**src/rtl/mips_pkg.sv**
```systemverilog
// Shared encodings for the multicycle MIPS controller: state codes, opcode and
// funct constants, ALU control codes and the FSM-to-decoder aluop encoding.
// Optional feature macro: MIPS_ADDI_J_EN (adds the addi and j instruction states).
package mips_pkg;

   typedef enum logic [3:0] {
      StFetch   = 4'd0,
      StDecode  = 4'd1,
      StMemAdr  = 4'd2,
      StMemRd   = 4'd3,
      StMemWb   = 4'd4,
      StMemWr   = 4'd5,
      StExecute = 4'd6,
      StAluWb   = 4'd7,
      StBranch  = 4'd8
`ifdef MIPS_ADDI_J_EN
      ,
      StAddiEx  = 4'd9,
      StAddiWb  = 4'd10,
      StJump    = 4'd11
`endif
   } state_e;

   localparam logic [5:0] OP_RTYPE = 6'b000000;
   localparam logic [5:0] OP_LW    = 6'b100011;
   localparam logic [5:0] OP_SW    = 6'b101011;
   localparam logic [5:0] OP_BEQ   = 6'b000100;
   localparam logic [5:0] OP_ADDI  = 6'b001000;
   localparam logic [5:0] OP_J     = 6'b000010;

   localparam logic [5:0] FUNCT_ADD = 6'b100000;
   localparam logic [5:0] FUNCT_SUB = 6'b100010;
   localparam logic [5:0] FUNCT_AND = 6'b100100;
   localparam logic [5:0] FUNCT_OR  = 6'b100101;
   localparam logic [5:0] FUNCT_SLT = 6'b101010;

   localparam logic [2:0] ALU_AND = 3'b000;
   localparam logic [2:0] ALU_OR  = 3'b001;
   localparam logic [2:0] ALU_ADD = 3'b010;
   localparam logic [2:0] ALU_SUB = 3'b110;
   localparam logic [2:0] ALU_SLT = 3'b111;

   localparam logic [1:0] ALUOP_ADD   = 2'b00;
   localparam logic [1:0] ALUOP_SUB   = 2'b01;
   localparam logic [1:0] ALUOP_FUNCT = 2'b10;

   // True for the R-type funct codes the ALU decoder implements.
   function automatic logic funct_legal(input logic [5:0] f);
      return (f == FUNCT_ADD) || (f == FUNCT_SUB) || (f == FUNCT_AND) ||
             (f == FUNCT_OR)  || (f == FUNCT_SLT);
   endfunction

endpackage

```
**src/rtl/aludecoder.sv**
```systemverilog
// ALU decoder: maps the FSM's aluop and the instruction funct field to alucontrol.
module aludecoder
   import mips_pkg::*;
(
   input  logic [1:0] aluop,
   input  logic [5:0] funct,
   output logic [2:0] alucontrol
);

   // Fixed add/sub for address and branch math, funct-driven for R-type execute.
   always_comb begin
      alucontrol = ALU_ADD;
      case (aluop)
         ALUOP_SUB:   alucontrol = ALU_SUB;
         ALUOP_FUNCT: begin
            case (funct)
               FUNCT_ADD: alucontrol = ALU_ADD;
               FUNCT_SUB: alucontrol = ALU_SUB;
               FUNCT_AND: alucontrol = ALU_AND;
               FUNCT_OR:  alucontrol = ALU_OR;
               FUNCT_SLT: alucontrol = ALU_SLT;
               default:   alucontrol = ALU_ADD;
            endcase
         end
         default:     alucontrol = ALU_ADD;
      endcase
   end

endmodule

```
**src/rtl/multicycle_controller.sv**
```systemverilog
// Multicycle MIPS control FSM (Moore). Outputs decode from the state register;
// alucontrol also depends on funct, pcen on zero, and illegal on opcode/funct in
// DECODE. Optional feature macro: MIPS_ADDI_J_EN enables addi and j.
module multicycle_controller
   import mips_pkg::*;
(
   input  logic       clk,
   input  logic       reset,
   input  logic [5:0] opcode,
   input  logic [5:0] funct,
   input  logic       zero,
   output logic [2:0] alucontrol,
   output logic       alusrca,
   output logic [1:0] alusrcb,
   output logic [1:0] pcsrc,
   output logic       iord,
   output logic       regdst,
   output logic       memtoreg,
   output logic       pcen,
   output logic       irwrite,
   output logic       regwrite,
   output logic       memwrite,
   output logic       illegal,
   output logic [3:0] state
);

   state_e     state_q, state_d;
   logic       decode_legal;
   logic [1:0] aluop;
   logic       pcen_s, irwrite_s, regwrite_s, memwrite_s, illegal_s;

   // State register; reset lands in FETCH without waiting for a clock.
   always_ff @(posedge clk or negedge reset) begin
      if (!reset) state_q <= StFetch;
      else        state_q <= state_d;
   end

   // Opcode/funct legality as seen in DECODE.
   always_comb begin
      decode_legal = 1'b0;
      case (opcode)
         OP_LW, OP_SW, OP_BEQ: decode_legal = 1'b1;
         OP_RTYPE:             decode_legal = funct_legal(funct);
`ifdef MIPS_ADDI_J_EN
         OP_ADDI, OP_J:        decode_legal = 1'b1;
`else
         OP_ADDI, OP_J:        decode_legal = 1'b0;
`endif
         default:              decode_legal = 1'b0;
      endcase
   end

   // Next-state logic; unused codes and illegal decodes fall back to FETCH.
   always_comb begin
      state_d = StFetch;
      case (state_q)
         StFetch:   state_d = StDecode;
         StDecode: begin
            if (decode_legal) begin
               case (opcode)
                  OP_LW, OP_SW: state_d = StMemAdr;
                  OP_RTYPE:     state_d = StExecute;
                  OP_BEQ:       state_d = StBranch;
`ifdef MIPS_ADDI_J_EN
                  OP_ADDI:      state_d = StAddiEx;
                  OP_J:         state_d = StJump;
`endif
                  default:      state_d = StFetch;
               endcase
            end
         end
         StMemAdr:  state_d = (opcode == OP_SW) ? StMemWr : StMemRd;
         StMemRd:   state_d = StMemWb;
         StExecute: state_d = StAluWb;
`ifdef MIPS_ADDI_J_EN
         StAddiEx:  state_d = StAddiWb;
`endif
         default:   state_d = StFetch;
      endcase
   end

   // Per-state output decode; anything not set here stays at its idle value.
   always_comb begin
      alusrca    = 1'b0;
      alusrcb    = 2'b00;
      pcsrc      = 2'b00;
      iord       = 1'b0;
      regdst     = 1'b0;
      memtoreg   = 1'b0;
      aluop      = ALUOP_ADD;
      pcen_s     = 1'b0;
      irwrite_s  = 1'b0;
      regwrite_s = 1'b0;
      memwrite_s = 1'b0;
      illegal_s  = 1'b0;
      case (state_q)
         StFetch: begin
            alusrcb   = 2'b01;
            irwrite_s = 1'b1;
            pcen_s    = 1'b1;
         end
         StDecode: begin
            alusrcb   = 2'b11;
            illegal_s = ~decode_legal;
         end
         StMemAdr: begin
            alusrca = 1'b1;
            alusrcb = 2'b10;
         end
         StMemRd:  iord = 1'b1;
         StMemWb: begin
            memtoreg   = 1'b1;
            regwrite_s = 1'b1;
         end
         StMemWr: begin
            iord       = 1'b1;
            memwrite_s = 1'b1;
         end
         StExecute: begin
            alusrca = 1'b1;
            aluop   = ALUOP_FUNCT;
         end
         StAluWb: begin
            regdst     = 1'b1;
            regwrite_s = 1'b1;
         end
         StBranch: begin
            alusrca = 1'b1;
            aluop   = ALUOP_SUB;
            pcsrc   = 2'b01;
            pcen_s  = zero;
         end
`ifdef MIPS_ADDI_J_EN
         StAddiEx: begin
            alusrca = 1'b1;
            alusrcb = 2'b10;
         end
         StAddiWb: regwrite_s = 1'b1;
         StJump: begin
            pcsrc  = 2'b10;
            pcen_s = 1'b1;
         end
`endif
         default:  illegal_s = 1'b1;
      endcase
   end

   aludecoder u_aludecoder (
      .aluop      (aluop),
      .funct      (funct),
      .alucontrol (alucontrol)
   );

   // Write enables and illegal are held low for the whole reset interval.
   assign pcen     = pcen_s & reset;
   assign irwrite  = irwrite_s & reset;
   assign regwrite = regwrite_s & reset;
   assign memwrite = memwrite_s & reset;
   assign illegal  = illegal_s & reset;
   assign state    = state_q;

endmodule

```
**config.mk**
```make
export PLATFORM = sky130hd
export DESIGN_NAME = multicycle_controller
export DESIGN_NICKNAME = d
export VERILOG_FILES = /design/src/rtl/mips_pkg.sv /design/src/rtl/aludecoder.sv /design/src/rtl/multicycle_controller.sv
export SDC_FILE = /design/constraint.sdc
export NUM_CORES = 1
export LEC_CHECK = 0
export BUFFER_PORTS_ARGS = -buffer_cell sky130_fd_sc_hd__buf_2
export CAP_MARGIN = 20
export CORE_AREA = 3 3 41 43
export DETAILED_ROUTE_END_ITERATION = 7
export DIE_AREA = 0 0 44 46
export GPL_ROUTABILITY_DRIVEN = 0
export PLACE_DENSITY = 0.81
export SETUP_SLACK_MARGIN = 0.02
export SYNTH_ARGS = -nofsm -noshare
export SYNTH_HDL_FRONTEND = slang
export SYNTH_SLANG_ARGS = --single-unit
```
**constraint.sdc**
```tcl
create_clock -name clk -period 1.8 [get_ports clk]
set_input_delay 0.09 -clock clk [delete_from_list [all_inputs] [get_ports clk]]
set_output_delay 0.09 -clock clk [all_outputs]
set_load 0.02 [all_outputs]
```
# After elaboration in Yosys (flattened, before gate mapping)
# Cells that the tools add are included.
[word_totals] ff_bits=4 out_inout_bits=20 elab_cells=56
[classes] n_eq_ne=18 n_mux=19 bitwise=6 n_reduce_logical=12
[op_table] operator="$eq 6x6->1 const B" n=7
[op_table] operator="$pmux 4 s5" n=1
[op_table] operator="$eq 4x3->1 const B" n=4
[op_table] operator="$pmux 3 s4" n=1
[op_table] operator="$pmux 4 s3" n=1
[op_table] operator="$eq 4x2->1 const B" n=2
[op_table] operator="$mux 1" n=8
[op_table] operator="$reduce_or 8->1" n=1
[op_table] operator="$eq 6x3->1 const B" n=1
[op_table] operator="$logic_not 6->1" n=1
[op_table] operator="$pmux 1 s2" n=3
[op_table] operator="$pmux 2 s3" n=1
[op_table] operator="$pmux 3 s2" n=1
[op_table] operator="$reduce_or 2->1" n=3
[op_table] operator="$reduce_or 3->1" n=2
[op_table] operator="$and 1x1->1" n=5
[op_table] operator="$eq 4x1->1 const B" n=1
[op_table] operator="$eq 4x4->1 const B" n=1
[op_table] operator="$logic_not 4->1" n=1
[op_table] operator="$logic_or 1x1->1" n=4
[op_table] operator="$mux 4" n=1
[op_table] operator="$pmux 2 s2" n=1
[op_table] operator="$mux 3" n=1
[op_table] operator="$eq 2x1->1 const B" n=1
[op_table] operator="2 further kinds" n=2

# Logic depth before layout (Yosys ltp)
# Gate-level depths: netlist of run 1.
[depth] word_depth=9 mapped_depth=7 depth_no_buf=6

# Cells and area by module
# A second synthesis of run 1 with hierarchy kept.
[unflattened] cells_unflattened=71 area_unflattened_um2=548.0
[by_module_without_submodules] mod="multicycle_controller" n_inst=1 cells_per_inst=56 area_per_inst_um2=429.2
[by_module_without_submodules] mod="aludecoder" n_inst=1 cells_per_inst=15 area_per_inst_um2=118.9

# Worst setup path after synthesis of run 1
# Ideal clock, no wire load.
[synth_timing] path_kind="flip-flop to output port" start="register state_q[1], in the netlist state[1]" end="output port alucontrol[0]" arrival_time_ns=1.714 required_time_ns=1.710 path_slack_ns=-0.004 stages_incl_launch_ff=7 path_cell_list="dfrtp_1 > clkbuf_1 > nor2b_1 > nand2_1 > ha_1 > nand3_1 > nor2_1"
[synth_via] elab_chain_len=4 elab_cells_between_ends=6 cone_classes="eq/ne: 4; mux: 2"
[synth_rtl] item="from (decl)" line="multicycle_controller.sv:27" source="state_e state_q, state_d;"
[synth_rtl] item="from (signal assigned)" line="multicycle_controller.sv:34" source="if (!reset) state_q <= StFetch;"
[synth_rtl] item="from (signal assigned)" line="multicycle_controller.sv:35" source="else state_q <= state_d;"
[synth_rtl] item="$eq 4x4->1 / $eq 4x3->1 (equally long branches)" line="multicycle_controller.sv:96" source="case (state_q)"
[synth_rtl] item="$pmux 2 s2 (*)" line="multicycle_controller.sv:96"
[synth_rtl] item="$eq 2x2->1 / $eq 2x1->1 (equally long branches)" line="aludecoder.sv:13" source="case (aluop)"
[synth_rtl] item="$pmux 3 s2 (*)" line="aludecoder.sv:13"
[synth_rtl] item="to (decl)" line="multicycle_controller.sv:12" source="output logic [2:0] alucontrol,"
# Every way passes the cells marked *; elsewhere a longest branch is shown, timed or not.

# Final worst setup path of run 1
[layout_timing] start="register state_q[1], in the netlist state[1]" end="output port alucontrol[2]"
# The elaborated chain is that of the path after synthesis.

==> results of run 1 <==
==> logic make-up after synthesis <==
group,Yosys count
buf+inv,10
xor+xnor,1
compound gates,11
flops,4
other cells,1
simple gates,46
fa+ha+maj,3
mux,1
==> metal layers <==
metal | GRT usage | share of wire | vias up
met3 | 0.0514 | 0.081 | 0
met4 | 0.0181 | 0 | 0
met5 | 0 | 0 | -
met1 | 0.188 | 0.43 | 312
li1 | - | - | 350
met2 | 0.279 | 0.49 | 28
==> path summary, 6_finish.rpt <==
kind,cells after the start,slack (ps),end,startpoint
max in group asynchronous,2,1390,state[0]$_DFF_PN0_,reset
worst max-delay path,7,110,alucontrol[2],state[1]$_DFF_PN0_
worst max register to register,5,260,state[1]$_DFF_PN0_,state[1]$_DFF_PN0_
worst min-delay path,3,130,state[3]$_DFF_PN0_,opcode[2]
worst min register to register,2,650,state[0]$_DFF_PN0_,state[0]$_DFF_PN0_
min in group asynchronous,2,230,state[1]$_DFF_PN0_,reset
==> power by group <==
part	total (mW)	internal, mW	switching, mW
sequential	0.135	0.108	0.0271
combinational	0.409	0.187	0.222
clock	0.112	0.0746	0.0371
total	0.656	0.370	0.287
==> worst max-delay path, delay by kind of cell (launching register included) <==
family / cells / cell delay, ps
flops: 1 / 430
simple gates: 3 / 370
fa+ha+maj: 1 / 180
compound gates: 1 / 160
buf+inv: 2 / 220
==> cells in the final DEF (no fill, tap or decap), types with 2 or more instances in the layout <==
cell and count:
a31oi_1 2, and3_1 3, buf_2 32, buf_4 7, clkbuf_4 3, dfrtp_1 2, dfrtp_2 2, inv_1 5
nand2_1 7, nand2b_1 2, nand2b_4 2, nand3_1 4, nand3b_1 2, nor2_1 5, nor2_2 2, nor2b_1 3
nor2b_2 3, nor3_1 6, nor3b_1 2
==> layout make-up <==
| type | instances | share of cell area |
|---|---|---|
| Clock buffer | 3 | 0.0268 |
| Inverter | 5 | 0.0224 |
| Multi-Input combinational cell | 63 | 0.526 |
| Sequential cell | 4 | 0.122 |
| Tap cell | 15 | 0.0224 |
| Timing Repair Buffer | 41 | 0.280 |
==> timing repair <==
action                                  in CTS  in global routing
endpoints found under the hold margin        4                  0
buffers inserted                             0                  4
resized for setup                            1                  7
hold buffers                                 1                  0
pin swaps                                    0                  1
endpoints found under the setup margin       2                  3
==> through the flow <==
stage | setup TNS [ps] | hold slack (ps) | power [mW] | area [µm²] | std cells
2_1_floorplan | 0 | -206 | 0.375 | 564 | 77
3_3_place_gp | 0 | -67.4 | 0.469 | 744 | 123
3_5_place_dp | 0 | -63.3 | 0.479 | 744 | 123
4_1_cts | 0 | 123 | 0.601 | 778 | 127
5_1_grt | -126 | 134 | 0.712 | 840 | 131
6_report | 0 | 127 | 0.656 | 840 | 131
==> key figures, run 1 <==
Outcome
  • Outcome: completed

Global route
  • Vias in the first global route: between 500 and 600
  • Largest net degree at the start of global routing: 14
  • Total Routing Usage GR: 0.157
  • Antenna violations before repair: 0
  • Grt total ovfl: 0
  • First-pass GRT wire length: about 2400 µm

Floorplan
  • Core outline area: around 1300 µm²
  • Core Rows: 13
  • DIE HEIGHT: ~46 µm
  • Initial Util: 0.419
  • I/O pins: 35
  • Die area: a little over 2000 µm²
  • Die width: 44 µm

Timing
  • Clock skew: ~7.5 ps
  • Final worst setup slack: approximately 110 ps
  • Final Hold Fails: 0
  • Fmax achieved: 592 MHz
  • Tmin final: ~1700 ps
  • Period utilization: 0.939
  • Max-slew violation count: 0
  • Final setup viols: 0
  • Unrepaired setup endpoints after global routing: true

Logic synthesis
  • Post-synthesis compound-gate area fraction: 0.150
  • Post-Synth Adder-Cell Area: 0.0671
  • Post-synthesis sequential area ratio: 0.179
  • Syn nets: 95
  • Top cell type's share of synthesized area: 0.179
  • Largest family of logic cells by synthesized area: simple AND/OR/NAND/NOR gates
  • Synth Register Bits: 4
  • Mux share of post-synthesis cell area: 0.0179
  • Ys async rst share: 1.00
  • Syn Area/Cell: about 7.3 µm²
  • Post-Syn Instances: 77
  • Synth cell types: 33
  • Most common flop cell mapped by yosys: dfrtp_1
  • Top post-synthesis cells by area: dfrtp_1 18%, ha_1 6.7%, nor2b_1 6.7%
  • Post-Synth Simple-Gate Area: 0.483
  • Ys Warns: 0
  • EDFF count, synth: 0
  • Cell taking the most area after synthesis: dfrtp_1
  • Synth Area in XOR/XNOR: 0.0157
  • Synthesized area: around 560 µm²
  • Top post-synthesis cells by count: 7 x nand2_1, 7 x nor2_1, 6 x nor2b_1, 6 x nor3_1, 5 x inv_1

Worst setup path
  • Worst-path maximum fanout: 6
  • CP endpoint kind: output port
  • Max incr delay on CP: between 400 and 500 ps
  • Crit Path Class: reg -> out
  • Critical Path Source Type: flip-flop
  • CP Data Required Time: about 1700 ps
  • Cell Chain, Critical Path: nor2b_2 > nand2_1 > inv_1 > ha_2 > a31oi_1 > nor2b_2 > buf_2
  • CP Data Arrival Time: around 1600 ps
  • Slowest cell on the critical path: dfrtp_2
  • Crit path top cell by count: nor2b_2

Finish
  • Post-Route Utilization: 0.629
  • Sequential cell area: approximately 100 µm²
  • Footprint of the multi-input gates: 442 µm²
  • Ant. Diodes: 0
  • Max reg flops: 4
  • Layout area overhead: 50.1%
  • # fillers: approximately 120
  • Final #Nets: ~140
  • Fraction of layout cells with a size suffix above 1: 0.491

Worst hold path
  • Worst Hold Class: in -> reg

Placement
  • Pre-CTS setup slack: 215 ps
  • Detail Placement HPWL: around 1200 µm
  • Port-buffer cells: 33

Drt
  • Drt first-iter violations: 12
  • DRC viols: 0
  • Antenna viol nets, final: 0
  • DR vias/cell: 5.27
  • Drt total wl: 1550 µm
  • DRT Pass-1 Iters: 4
  • Routed vias: 690
  • Drt wl/cell: 11.9 µm

Clocking
  • H-tree depth: 1
  • Cts bufs inserted: 3
  • CTS Root Cell: clkbuf_4
  • Clock Path Buffers: 2
  • CTS tree: built
  • Worst-skew pair later-pin latency: between 200 and 250 ps
  • Worst-path clk slew: approximately 40 ps
  • Clock Sinks: 4

Run
  • Max Cap Viol: 0

Power
  • PD cells: 782 nW/µm²
  • Worst vdd ir: about 0.44 mV
  • Lkg Pwr: 0.443 nW
Note: power is estimated with default switching activity, not from simulation.
==> run 2: changes to the inputs <==
==> constraint.sdc (replaced) <==
create_clock -name clk -period 1.8 [get_ports clk]
set_input_delay 0 -clock clk [delete_from_list [all_inputs] [get_ports clk]]
set_output_delay 0 -clock clk [all_outputs]
set_load 0.1 [all_outputs]
==> run 2 against run 1 <==
- the run now ends with setup timing left
- core utilization up 13 points
- fmax fell by 7.0%
- sequential share of layout area is 0.92 points lower
- wire length up 15%
- first-iteration DRC count grew 8.3%
- power rose by 65%
- final cell count is 0.76% lower
- clock skew decreased by 4.5 ps
- critical path type unchanged
- largest power group unchanged
==> key figures, run 2 (synthesized netlist as in run 1, its figures left out) <==
Drt
  • DR vias/cell: 5.28 (was 5.27)
  • Drt total wl: 1780 µm (was 1550 µm)
  • Drt first-iter violations: 13 (was 12)
  • DRT Pass-1 Iters: 4 (unchanged)
  • DRC viols: 0 (unchanged)
  • Antenna viol nets, final: 0 (unchanged)
  • Drt wl/cell: 13.7 µm (was 11.9 µm)
  • Routed vias: 686 (was 690)

Clocking
  • Cts bufs inserted: 3 (unchanged)
  • Worst-path clk slew: 40 ps (about the same)
  • CTS tree: built (unchanged)
  • H-tree depth: 1 (unchanged)
  • Worst-skew pair later-pin latency: 240 ps (about the same)
  • CTS Root Cell: clkbuf_4 (unchanged)
  • Clock Sinks: 4 (unchanged)
  • Clock Path Buffers: 2 (unchanged)

Finish
  • Fraction of layout cells with a size suffix above 1: 0.609 (was 0.491)
  • Commonest cells after routing, fill and taps aside: 26 x buf_2, 6 x buf_4, 5 x nand2_1, 5 x clkbuf_4, 5 x buf_12 (was 32 x buf_2, 7 x nand2_1, 7 x buf_4)
  • Final cell count without fillers: 130 (was 131)
  • Most common cell after layout, fill and taps aside: buf_2 (unchanged)
  • Final #Nets: 135 (was 136)
  • Layout area overhead: 82.1% (was 50.1%)
  • Fin area: 1020 µm² (was 840 µm²)
  • Max reg flops: 4 (unchanged)
  • # fillers: 83 (was 121)
  • Ant. Diodes: 0 (unchanged)
  • Post-Route Utilization: 0.764 (was 0.629)

Floorplan
  • Die area: 2020 µm² (unchanged)
  • Die width: 44 µm (unchanged)
  • DIE HEIGHT: 46 µm (unchanged)
  • Core Rows: 13 (unchanged)
  • I/O pins: 35 (unchanged)
  • Core outline area: 1330 µm² (unchanged)
  • Initial Util: 0.419 (unchanged)

Worst setup path
  • Reg-to-reg critical path startpoint: state[0]$_DFF_PN0_ (was state[1]$_DFF_PN0_)
  • Register-to-register setup slack: 170 ps (was 260 ps)
  • Critical Path Source Type: flip-flop (unchanged)
  • Worst-path maximum fanout: 3 (was 6)
  • CP Data Required Time: 1800 ps (was 1710 ps)
  • Cell Chain, Critical Path: nor2_4 > nand3b_1 > buf_4 > clkinvlp_4 > ha_4 > a31oi_2 > nor2b_4 > buf_12 (was nor2b_2 > nand2_1 > inv_1 > ha_2 > a31oi_1 > nor2b_2 > buf_2)
  • CP Data Arrival Time: 1820 ps (was 1600 ps)
  • Worst R2R End: state[1]$_DFF_PN0_ (unchanged)
  • Max incr delay on CP: 500 ps (was 430 ps)
  • Crit Path Class: reg -> out (unchanged)
  • R2r worst-path depth: 5 (unchanged)
  • CP endpoint kind: output port (unchanged)
  • Slowest cell on the critical path: dfrtp_4 (was dfrtp_2)

Placement
  • Dpl cell area: 922 µm² (was 744 µm²)
  • Placed cells: 123 (unchanged)
  • Detail Placement HPWL: 1400 µm (was 1190 µm)
  • Port-buffer cells: 33 (unchanged)
  • Pre-CTS setup slack: 170 ps (was 215 ps)

Power
  • Worst vdd ir: 0.637 mV (was 0.436 mV)
  • PD cells: 1060 nW/µm² (was 782 nW/µm²)
  • Total power: 1.08 mW (was 0.656 mW)
  • Lkg Pwr: 0.461 nW (was 0.443 nW)

Worst hold path
  • HP Start: opcode[2] (unchanged)
  • Hold Crit Depth: 3 (unchanged)
  • Endpoint of the worst hold path: state[3]$_DFF_PN0_ (unchanged)
  • Worst Hold Class: in -> reg (unchanged)

Timing
  • Final setup viols: 1 (was 0)
  • Final worst setup slack: -18.0 ps (was 110 ps)
  • Tmin final: 1820 ps (was 1690 ps)
  • Sum Neg Setup Slack: -18.0 ps (was 0 ps)
  • Unrepaired setup endpoints after global routing: true (unchanged)
  • Period utilization: 1.01 (was 0.939)
  • Final Hold Fails: 0 (unchanged)
  • WHS: 32.7 ps (was 127 ps)
  • Clock skew: 3.03 ps (was 7.49 ps)
  • Fmax achieved: 550 MHz (was 592 MHz)
  • Max-slew violation count: 0 (unchanged)

Outcome
  • Outcome: finished with violations (was completed)
  • Failing checks: setup timing

Global route
  • Largest net degree at the start of global routing: 12 (was 14)
  • Antenna violations before repair: 0 (unchanged)
  • Total Routing Usage GR: 0.198 (was 0.157)
  • First-pass GRT wire length: 2900 µm (was 2440 µm)
  • Vias in the first global route: 677 (was 579)
  • Grt total ovfl: 0 (unchanged)

Run
  • Max Cap Viol: 0 (unchanged)
==> run 2: cell types whose count changed in the layout (fill, tap and decap cells not counted), moves of 3 or more <==
| cell | change |
|---|---|
| buf_2 | -6 |
| buf_12 | +5 |
| nor2b_4 | +3 |
| nor2_4 | +3 |
| dfrtp_4 | +4 |
| nor2b_2 | -3 |
==> run 2: routing by layer <==
layer  global-route usage  vias up  part of all wire
met5                    0        -                 0
met4                0.108        0             0.020
met3               0.0435        5             0.076
met2                0.384       34              0.53
met1                0.190      302              0.38
li1                     -      345                 -
==> run 2: layout make-up <==
| cell class | instances | area, µm² | area share |
|---|---|---|---|
| multi-input combinational | 63 | 539 | 0.529 |
| timing repair buffer | 40 | 300 | 0.295 |
| sequential | 4 | 115 | 0.113 |
| clock buffer | 3 | 22.5 | 0.0221 |
| inverter | 5 | 22.5 | 0.0221 |
| tap | 15 | 18.8 | 0.0184 |
==> run 2: timing repair <==
action	CTS	global route
buffers inserted	3	0
hold buffers	1	0
pin swaps	4	0
endpoints found under the hold margin	4	0
endpoints found under the setup margin	2	4
gates cloned	0	0
gates resized for setup	5	3
==> run 2: worst max path at each step <==
stage | depth (start not counted) | from | end
detailed placement | 6 | state[1]$_DFF_PN0_ | alucontrol[0]
global route | 8 | state[0]$_DFF_PN0_ | alucontrol[2]
CTS | 8 | state[0]$_DFF_PN0_ | alucontrol[2]
floorplan | 5 | state[2]$_DFF_PN0_ | alucontrol[1]
finish | 8 | state[0]$_DFF_PN0_ | alucontrol[2]
global placement | 6 | state[1]$_DFF_PN0_ | alucontrol[0]
==> run 2: critical path, delay by kind of cell, from the launching register on <==
kind,cells,cell delay (ps)
AOI/OAI and AO/OA,1,40
and+or+nand+nor,3,450
DFF,1,500
adders and majority gates,1,120
buffers and inverters,3,450
==> run 2: power by group <==
group | internal [mW] | switching (mW) | total (mW)
clock network | 0.0747 | 0.0390 | 0.114
logic | 0.206 | 0.620 | 0.826
registers | 0.115 | 0.0290 | 0.144
==> run 3: changes to the inputs <==
CORE_AREA = 3 3 54 44   (was 3 3 41 43)
DIE_AREA = 0 0 57 47   (was 0 0 44 46)
PLACE_DENSITY = 0.64   (was 0.81)
==> run 3 against run 2 <==
- critical endpoint is now alucontrol[0]
- worst setup slack improved by 25 ps
- register-to-register slack better by 30 ps
- critical path depth down 2
- the run now ends clean
- first-iteration DRC count increased by 69%
- highest routed layer is now met3
- final cell count up 6.9%
- non-clock buffer count stayed put
- clock power barely moved
==> key figures, run 3 (synthesized netlist as in run 1, its figures left out) <==
Outcome
  • Outcome: completed (was finished with violations)

Drt
  • DRC viols: 0 (unchanged)
  • Drt first-iter violations: 22 (was 13)
  • Antenna viol nets, final: 0 (unchanged)
  • Routed vias: 683 (was 686)
  • Drt wl/cell: 12.0 µm (was 13.7 µm)
  • DR vias/cell: 4.91 (was 5.28)
  • DRT Pass-1 Iters: 4 (unchanged)
  • Drt total wl: 1660 µm (was 1780 µm)

Power
  • Worst vdd ir: 0.812 mV (was 0.637 mV)
  • Total power: 1.12 mW (was 1.08 mW)
  • PD cells: 1060 nW/µm² (about the same)
  • Lkg Pwr: 0.483 nW (was 0.461 nW)

Timing
  • Fmax achieved: 558 MHz (was 550 MHz)
  • Clock skew: 2.59 ps (was 3.03 ps)
  • Period utilization: 0.996 (was 1.01)
  • Sum Neg Setup Slack: 0 ps (was -18.0 ps)
  • Final worst setup slack: 7.06 ps (was -18.0 ps)
  • Unrepaired setup endpoints after global routing: true (unchanged)
  • Final setup viols: 0 (was 1)
  • Tmin final: 1790 ps (was 1820 ps)
  • Max-slew violation count: 0 (unchanged)
  • Final Hold Fails: 0 (unchanged)

Finish
  • Most common cell after layout, fill and taps aside: buf_2 (unchanged)
  • Commonest cells after routing, fill and taps aside: 26 x buf_2, 6 x buf_12, 6 x buf_4 (was 26 x buf_2, 6 x buf_4, 5 x nand2_1, 5 x clkbuf_4, 5 x buf_12)
  • Final #Nets: 135 (unchanged)
  • Max reg flops: 4 (unchanged)
  • Ant. Diodes: 0 (unchanged)
  • Final cell count without fillers: 139 (was 130)
  • Fraction of layout cells with a size suffix above 1: 0.626 (was 0.609)
  • Layout area overhead: 88.6% (was 82.1%)
  • Post-Route Utilization: 0.547 (was 0.764)

Placement
  • Port-buffer cells: 33 (unchanged)
  • Pre-CTS setup slack: 181 ps (was 170 ps)
  • Placed cells: 132 (was 123)
  • Detail Placement HPWL: 1270 µm (was 1400 µm)

Worst setup path
  • R2r worst-path depth: 5 (unchanged)
  • Cell Chain, Critical Path: nor2_4 > nand3b_1 > ha_4 > nand3_2 > nor2_4 > buf_12 (was nor2_4 > nand3b_1 > buf_4 > clkinvlp_4 > ha_4 > a31oi_2 > nor2b_4 > buf_12)
  • Max incr delay on CP: 500 ps (about the same)
  • Crit path top cell by count: nor2_4
  • Critical Path Source Type: flip-flop (unchanged)
  • CP Data Required Time: 1800 ps (about the same)
  • Slowest cell on the critical path: dfrtp_4 (unchanged)
  • Crit Path Class: reg -> out (unchanged)
  • CP endpoint kind: output port (unchanged)
  • CP Data Arrival Time: 1790 ps (was 1820 ps)
  • Register-to-register setup slack: 200 ps (was 170 ps)
  • Reg-to-reg critical path startpoint: state[0]$_DFF_PN0_ (unchanged)
  • Worst R2R End: state[1]$_DFF_PN0_ (unchanged)
  • Worst-path maximum fanout: 5 (was 3)

Clocking
  • H-tree depth: 1 (unchanged)
  • CTS Root Cell: clkbuf_4 (unchanged)
  • Clock Sinks: 4 (unchanged)
  • Worst-path clk slew: 40 ps (about the same)
  • Worst-skew pair later-pin latency: 240 ps (about the same)
  • Cts bufs inserted: 3 (unchanged)
  • Clock Path Buffers: 2 (unchanged)
  • CTS tree: built (unchanged)

Floorplan
  • I/O pins: 35 (unchanged)
  • Die area: 2680 µm² (was 2020 µm²)
  • DIE HEIGHT: 47 µm (was 46 µm)
  • Core outline area: 1930 µm² (was 1330 µm²)
  • Initial Util: 0.290 (was 0.419)
  • Core Rows: 14 (was 13)
  • Die width: 57 µm (was 44 µm)

Run
  • Max Cap Viol: 0 (unchanged)

Global route
  • Grt total ovfl: 0 (unchanged)
  • Vias in the first global route: 591 (was 677)
  • Total Routing Usage GR: 0.123 (was 0.198)
  • Largest net degree at the start of global routing: 12 (unchanged)
  • Antenna violations before repair: 0 (unchanged)
  • First-pass GRT wire length: 2600 µm (was 2900 µm)

Worst hold path
  • Worst Hold Class: in -> reg (unchanged)
  • HP Start: opcode[2] (unchanged)
  • Hold Crit Depth: 3 (unchanged)
  • Endpoint of the worst hold path: state[3]$_DFF_PN0_ (unchanged)
[run 3: cell count changes in the layout (fill, tap and decap cells not counted), sizes merged]
cell | previous run | this run
buf | 37 | 38
clkbuf | 5 | 4
[run 3: worst max path at each step]
| stage | start | endpoint | slack [ps] | cells after the start |
|---|---|---|---|---|
| after global routing | state[1]$_DFF_PN0_ | alucontrol[0] | -70 | 6 |
| after detailed placement | state[3]$_DFF_PN0_ | alucontrol[0] | 180 | 6 |
| after floorplan | state[2]$_DFF_PN0_ | alucontrol[1] | -880 | 5 |
| after global placement | state[2]$_DFF_PN0_ | state[1]$_DFF_PN0_ | 210 | 5 |
| final | state[1]$_DFF_PN0_ | alucontrol[0] | 7 | 6 |
| after CTS | state[1]$_DFF_PN0_ | alucontrol[0] | 10 | 6 |
[run 3: final cells by class]
class | instances | area (µm²)
Fill cell | 192 | 872
Multi-Input combinational cell | 63 | 552
Timing Repair Buffer | 40 | 313
Sequential cell | 4 | 115
Tap cell | 24 | 30.0
Clock buffer | 3 | 22.5
Inverter | 5 | 22.5
[run 3: repair_timing]
item | 4_1_cts | 5_1_grt
gates resized for setup | 8 | 2
pin swaps | 3 | 0
hold endpoints to repair | 4 | 0
buffers inserted | 3 | 0
hold buffers | 1 | 0
endpoints found under the setup margin | 2 | 4
[run 3: where the power goes]
group / internal [mW] / switching, mW / leakage (nW) / total, mW
Clock: 0.0746 / 0.0369 / 0.0138 / 0.111
Combinational: 0.239 / 0.625 / 0.422 / 0.864
Sequential: 0.115 / 0.0282 / 0.0464 / 0.143
Total: 0.429 / 0.690 / 0.483 / 1.12
[run 3: metal layers]
metal / vias up / track usage / part of all wire
met5: - / 0 / 0
met4: 0 / 0.0278 / 0
met3: 0 / 0.0302 / 0.074
met2: 26 / 0.207 / 0.48
met1: 311 / 0.162 / 0.45
li1: 346 / - / -
[run 3: metrics by stage]
step / hold slack, ps / cell area, µm²
after floorplan: -296 / 701
after global placement: -146 / 948
after detailed placement: -148 / 948
after CTS: 35.8 / 1050
after global routing: 67.7 / 1050
final: 43.7 / 1050
[run 3: critical path, delay by kind of cell, from the launching register on]
kind          cells  cell delay (ps)
fa+ha+maj         1              350
flops             1              500
buf+inv           1              180
simple gates      4              530
